**src/rtl/vend_arbiter.sv**
```systemverilog
// Coin-credit vending arbiter: per-slot saturating credit counters feeding a
// round-robin grant of a single dispenser with a fixed occupancy time.
module vend_arbiter #(
    parameter int unsigned NUM_SLOTS       = 4,
    parameter int unsigned PRICE           = 3,
    parameter int unsigned CREDIT_W        = 4,
    parameter int unsigned DISPENSE_CYCLES = 2
) (
    input  logic                          clk,
    input  logic                          reset,
    input  logic [NUM_SLOTS-1:0]          coin,
    input  logic                          vend_en,
    output logic [NUM_SLOTS-1:0]          grant,
    output logic                          valid,
    output logic                          busy,
    output logic [NUM_SLOTS*CREDIT_W-1:0] credit,
    output logic [NUM_SLOTS-1:0]          lost
);

    localparam int unsigned PTR_W = (NUM_SLOTS > 1) ? $clog2(NUM_SLOTS) : 1;
    localparam int unsigned CNT_W = (DISPENSE_CYCLES > 1) ? $clog2(DISPENSE_CYCLES) : 1;
    localparam logic [CREDIT_W:0]   SAT_MAX   = {1'b0, {CREDIT_W{1'b1}}};
    localparam logic [CREDIT_W:0]   PRICE_EXT = (CREDIT_W+1)'(PRICE);
    localparam logic [CREDIT_W-1:0] PRICE_CMP = CREDIT_W'(PRICE);
    localparam logic [PTR_W-1:0]    PTR_RST   = PTR_W'(NUM_SLOTS - 1);
    localparam logic [CNT_W-1:0]    CNT_LOAD  = CNT_W'(DISPENSE_CYCLES - 1);

    typedef enum logic [1:0] {
        IDLE = 2'd0,
        BUSY = 2'd1,
        DONE = 2'd2
    } state_t;

    state_t                r_state;
    logic [NUM_SLOTS-1:0]  r_grant;
    logic                  r_valid;
    logic [PTR_W-1:0]      r_ptr;
    logic [CNT_W-1:0]      r_cnt;
    logic [CREDIT_W-1:0]   r_credit [NUM_SLOTS];
    logic [NUM_SLOTS-1:0]  r_lost;

    state_t                w_state_nxt;
    logic [NUM_SLOTS-1:0]  w_grant_nxt;
    logic                  w_valid_nxt;
    logic [PTR_W-1:0]      w_ptr_nxt;
    logic [CNT_W-1:0]      w_cnt_nxt;
    logic [NUM_SLOTS-1:0]  w_win_vec;
    logic [NUM_SLOTS-1:0]  w_elig;
    logic                  w_found;
    logic [PTR_W-1:0]      w_win_idx;
    logic [PTR_W-1:0]      w_probe;
    logic [CREDIT_W:0]     w_sum        [NUM_SLOTS];
    logic [CREDIT_W-1:0]   w_credit_nxt [NUM_SLOTS];
    logic [NUM_SLOTS-1:0]  w_lost_set;

    // Eligibility looks only at registered credit, so a coin lands one edge before it can win.
    always_comb begin
        w_elig = '0;
        for (int i = 0; i < NUM_SLOTS; i++) begin
            w_elig[i] = (r_credit[i] >= PRICE_CMP);
        end
    end

    // Round-robin search starting one past the last winner.
    always_comb begin
        w_found   = 1'b0;
        w_win_idx = '0;
        w_probe   = '0;
        for (int unsigned k = 1; k <= NUM_SLOTS; k++) begin
            w_probe = PTR_W'((32'(r_ptr) + k) % NUM_SLOTS);
            if (!w_found && w_elig[w_probe]) begin
                w_found   = 1'b1;
                w_win_idx = w_probe;
            end
        end
    end

    // FSM next-state and registered-output values.
    always_comb begin
        w_state_nxt = r_state;
        w_grant_nxt = r_grant;
        w_valid_nxt = r_valid;
        w_ptr_nxt   = r_ptr;
        w_cnt_nxt   = r_cnt;
        w_win_vec   = '0;
        case (r_state)
            IDLE: begin
                if (vend_en && w_found) begin
                    w_state_nxt = BUSY;
                    w_win_vec   = NUM_SLOTS'(1) << w_win_idx;
                    w_grant_nxt = NUM_SLOTS'(1) << w_win_idx;
                    w_ptr_nxt   = w_win_idx;
                    w_cnt_nxt   = CNT_LOAD;
                end
            end
            BUSY: begin
                if (r_cnt != '0) begin
                    w_cnt_nxt = r_cnt - CNT_W'(1);
                end else begin
                    w_state_nxt = DONE;
                    w_valid_nxt = 1'b1;
                end
            end
            DONE: begin
                w_state_nxt = IDLE;
                w_valid_nxt = 1'b0;
                w_grant_nxt = '0;
            end
            default: begin
                w_state_nxt = IDLE;
                w_valid_nxt = 1'b0;
                w_grant_nxt = '0;
            end
        endcase
    end

    // Credit update at one extra bit; the winner's deduction keeps its own coin from overflowing.
    always_comb begin
        w_lost_set = '0;
        for (int i = 0; i < NUM_SLOTS; i++) begin
            w_sum[i] = {1'b0, r_credit[i]} + (CREDIT_W+1)'(coin[i])
                       - (w_win_vec[i] ? PRICE_EXT : (CREDIT_W+1)'(0));
            w_credit_nxt[i] = w_sum[i][CREDIT_W-1:0];
            if (w_sum[i] > SAT_MAX) begin
                w_credit_nxt[i] = SAT_MAX[CREDIT_W-1:0];
                w_lost_set[i]   = 1'b1;
            end
        end
    end

    always_ff @(posedge clk or posedge reset) begin
        if (reset) begin
            r_state <= IDLE;
            r_grant <= '0;
            r_valid <= 1'b0;
            r_ptr   <= PTR_RST;
            r_cnt   <= '0;
            r_lost  <= '0;
            for (int i = 0; i < NUM_SLOTS; i++) begin
                r_credit[i] <= '0;
            end
        end else begin
            r_state <= w_state_nxt;
            r_grant <= w_grant_nxt;
            r_valid <= w_valid_nxt;
            r_ptr   <= w_ptr_nxt;
            r_cnt   <= w_cnt_nxt;
            r_lost  <= r_lost | w_lost_set;
            for (int i = 0; i < NUM_SLOTS; i++) begin
                r_credit[i] <= w_credit_nxt[i];
            end
        end
    end

    for (genvar g = 0; g < NUM_SLOTS; g++) begin : g_credit_out
        assign credit[g*CREDIT_W +: CREDIT_W] = r_credit[g];
    end

    assign grant = r_grant;
    assign valid = r_valid;
    assign busy  = (r_state != IDLE);
    assign lost  = r_lost;

endmodule

```
**config.mk**
```make
export PLATFORM = sky130hd
export DESIGN_NAME = vend_arbiter
export DESIGN_NICKNAME = d
export VERILOG_FILES = /design/src/rtl/vend_arbiter.sv
export SDC_FILE = /design/constraint.sdc
export NUM_CORES = 1
export LEC_CHECK = 0
export ABC_CLOCK_PERIOD_IN_PS = 3800
export CELL_PAD_IN_SITES_DETAIL_PLACEMENT = 1
export CELL_PAD_IN_SITES_GLOBAL_PLACEMENT = 1
export CORE_ASPECT_RATIO = 1.75
export CORE_UTILIZATION = 40
export CTS_CLUSTER_SIZE = 20
export DETAILED_ROUTE_END_ITERATION = 16
export GPL_ROUTABILITY_DRIVEN = 0
export PLACE_DENSITY_LB_ADDON = 0.1
export SLEW_MARGIN = 0
export SYNTH_ARGS = -nofsm -noshare
export SYNTH_HDL_FRONTEND = slang
export SYNTH_SLANG_ARGS = --single-unit
```
**constraint.sdc**
```tcl
create_clock -name clk -period 3.8 [get_ports clk]
set_input_delay 0.76 -clock clk [delete_from_list [all_inputs] [get_ports clk]]
set_output_delay 0.76 -clock clk [all_outputs]
set_load 0.02 [all_outputs]
```
==> flow_summary.toml <==
[synthesis]
ys_seq_area_share_pct = 37.84
yosysWarningCount = 0
postSynthCellCount = 186
syn-num-nets = 229
yosys.cell_types.count = 31
ys_ff_latch = 30
syn_area_per_cell_um2 = 10.70
syn-cell-area_um2 = 1991

[sta]
tightest_slew_ns = 0.4721
max_freq_mhz = 286.2
rsz0062_at_grt = "no"
fin_ws_ns = 0.3064
fin_crit_sh_pct = 91.94
maxSlewHeadroom_pct = 68.30
finalHoldViolCount = 0
drv_slew = 0
post-route-min-period_ns = 3.494
skew_ns = 0.008593
whs_ns = 0.4703
setup_viol_count_final = 0
finalSetupTns_ns = 0

[global_routing]
grt_max_degree = 31
antenna_found_initial = 0
gr-total-overflow = 0
groute.usage.overall_pct = 20.18
grt_pass1_vias = 1771
grt_pass1_wl_mm = 8.128

[floorplanning]
die_height_um = 95.32
io_pins = 33
rows = 33
initial_utilization_pct = 41.92
die_x_um = 55.33
die-area_um2 = 5274
core-area_um2 = 4748

[cts]
cts_buffers = 5
clk_latency_ns = 0.29
cts.sinks = 30
post_cts_buffers = 0
ctsHoldBuffers = 0
tritoncts = "done"
cts_root_buf = "clkbuf_8"
clockBufferDepth = 2
cts_max_level = 2
ctsResizeCount = 0
clk_transition_reported_paths_ns = 0.07

[route]
wl_met3_um = 128
num_vias = 1477
highest_layer = "met4"
antenna_left = 0
dr.pass1.iters = 3
via_per_inst = 5.294
wl_met1_mm = 1.612
remaining_drc_errors = 0
drt_iter0_drc = 8
wl_per_cell_um = 16.08
met2_wirelength_mm = 2.585
finalWirelength_mm = 4.486

[layout]
drive_above_1_share_pct = 10.13
multi_input_area_um2 = 1159
final_cell_mix = "32 x ha_1, 32 x clkdlybuf4s50_1, 28 x dfrtp_1"
area_growth_pct = 24.70
num-nets-final = 269
regArea_um2 = 753.2
final_util_pct = 52.28
fill_cells = 536
antenna_cells = 0

[run]
maxCapViolCount = 0

[hold_path]
hold_path_depth = 1
hp-class = "flop to flop"

[worst_setup_path]
path_max_fanout = 7
max_stage_delay_ns = 0.42
reg2reg_depth = 16
slowest_stage = "fa_1"
end_kind = "flop"
crit_chain = "inv_1 > ha_1 > nand3_2 > nand4_2 > o311ai_4 > nand4b_2 > nor2_1 > ha_1 > inv_1 > ha_1 > fa_1 > a21oi_1 > nor2_1 > nor2_1 > xnor2_1 > nand2_1"
startpoint_type = "flop"
crit_required_ns = 3.95
critical_path_class = "flop to flop"
arrival_ns = 3.64

[pwr]
powerDensity_nw_per_um2 = 1007
p_leak_nw = 1.161
ir_drop_mv = 0.6229

[placement]
dpl.hpwl_mm = 3.583
place_ws_ns = 0.1625
io_buffer_count = 32

[status]
status = "finished clean"
==> layout make-up <==
type	instances	area share, %
flip-flops and latches	30	30.34
clock buffers	7	3.478
clock inverters	1	0.2016
well taps	52	2.621
inverters	23	3.478
repair buffers	33	13.21
multi-input cells	133	46.67
==> where the power goes <==
part	internal [W]	switching, W
sequential	0.000467	0.000114
combinational	0.000758	0.000886
clock	0.000146	0.000127
==> cells in the mapped netlist <==
cell type  count  area (um2)
a21bo_1        2       20.02
inv_2          1       3.750
o21ai_0        1       5.000
and2_1         3       18.77
dfstp_2        2       52.55
or2_1          1       6.260
o2bb2ai_1      2       17.52
o221ai_2       1       15.01
a31o_1         1       8.760
nor2_1        12       45.04
nand4_1        1       6.260
a32oi_2        1       16.27
a21oi_1       11       55.05
a32oi_1        1       8.760
mux2_2         1       11.26
nand3_1        1       5.000
nand4_2        1       12.51
nand2b_1      13       81.33
fa_1           4       80.08
a211oi_4       1       20.02
inv_1         22       82.58
nand4b_2       1       15.01
nand3_2        3       30.03
a21o_1         7       52.55
a22o_1         2       17.52
o311ai_4       1       26.28
xnor2_1       12       105.1
nand2_1       16       60.06
o221a_2        1       11.26
dfrtp_1       28       700.7
ha_1          32       400.4
==> flip-flops by register name, summed over array words and instances, names as in the netlist <==
name,flops
r_state,2
credit,16
valid,1
grant,4
r_cnt,1
lost,4
r_ptr,2
==> through the flow <==
step	cells	power, W	instance area [um2]
floorplan	186	0.001724	1991
global placement	271	0.002139	2384
detailed placement	271	0.002238	2384
global route	279	0.002764	2482
finish	279	0.002499	2482
CTS	279	0.002533	2475
==> critical path: cells and delay by family (launching register included) <==
kind,cells,cell delay (ns)
buffers and inverters,2,0.15
AND/OR/NAND/NOR,7,0.92
adder cells (fa/ha/maj),4,1.12
AO/OA/AOI/OAI,2,0.54
flip-flops,1,0.41
XOR/XNOR,1,0.23
==> path summary, 6_finish.rpt <==
path / from / end / slack (ns)
min: r_cnt$_DFFE_PP0P_ / r_state[1]$_DFFE_PP0P_ / 0.47
max: credit[7]$_DFF_PP0_ / credit[14]$_DFF_PP0_ / 0.31
min in group asynchronous: reset / credit[5]$_DFF_PP0_ / 0.86
min reg2reg: r_cnt$_DFFE_PP0P_ / r_state[1]$_DFFE_PP0P_ / 0.47
max reg2reg: credit[7]$_DFF_PP0_ / credit[14]$_DFF_PP0_ / 0.31
max in group asynchronous: reset / r_ptr[0]$_DFFE_PP1P_ / 2.62
==> routing by layer <==
layer / global-route usage [%] / up-vias
met3: 4.206 / 15
li1: - / 703
met2: 38.65 / 30
met5: 0 / -
met4: 11.67 / 0
met1: 19.69 / 729
==> cell families after synthesis <==
group,count (synthesis),share of synthesized area (%)
AO/OA/AOI/OAI,32,13.77
multiplexers,1,0.5656
buffers and inverters,23,4.337
adder cells (fa/ha/maj),36,24.14
XOR/XNOR,12,5.280
flip-flops,30,37.84
AND/OR/NAND/NOR,52,14.08
Note: power is estimated with default switching activity, not from simulation.
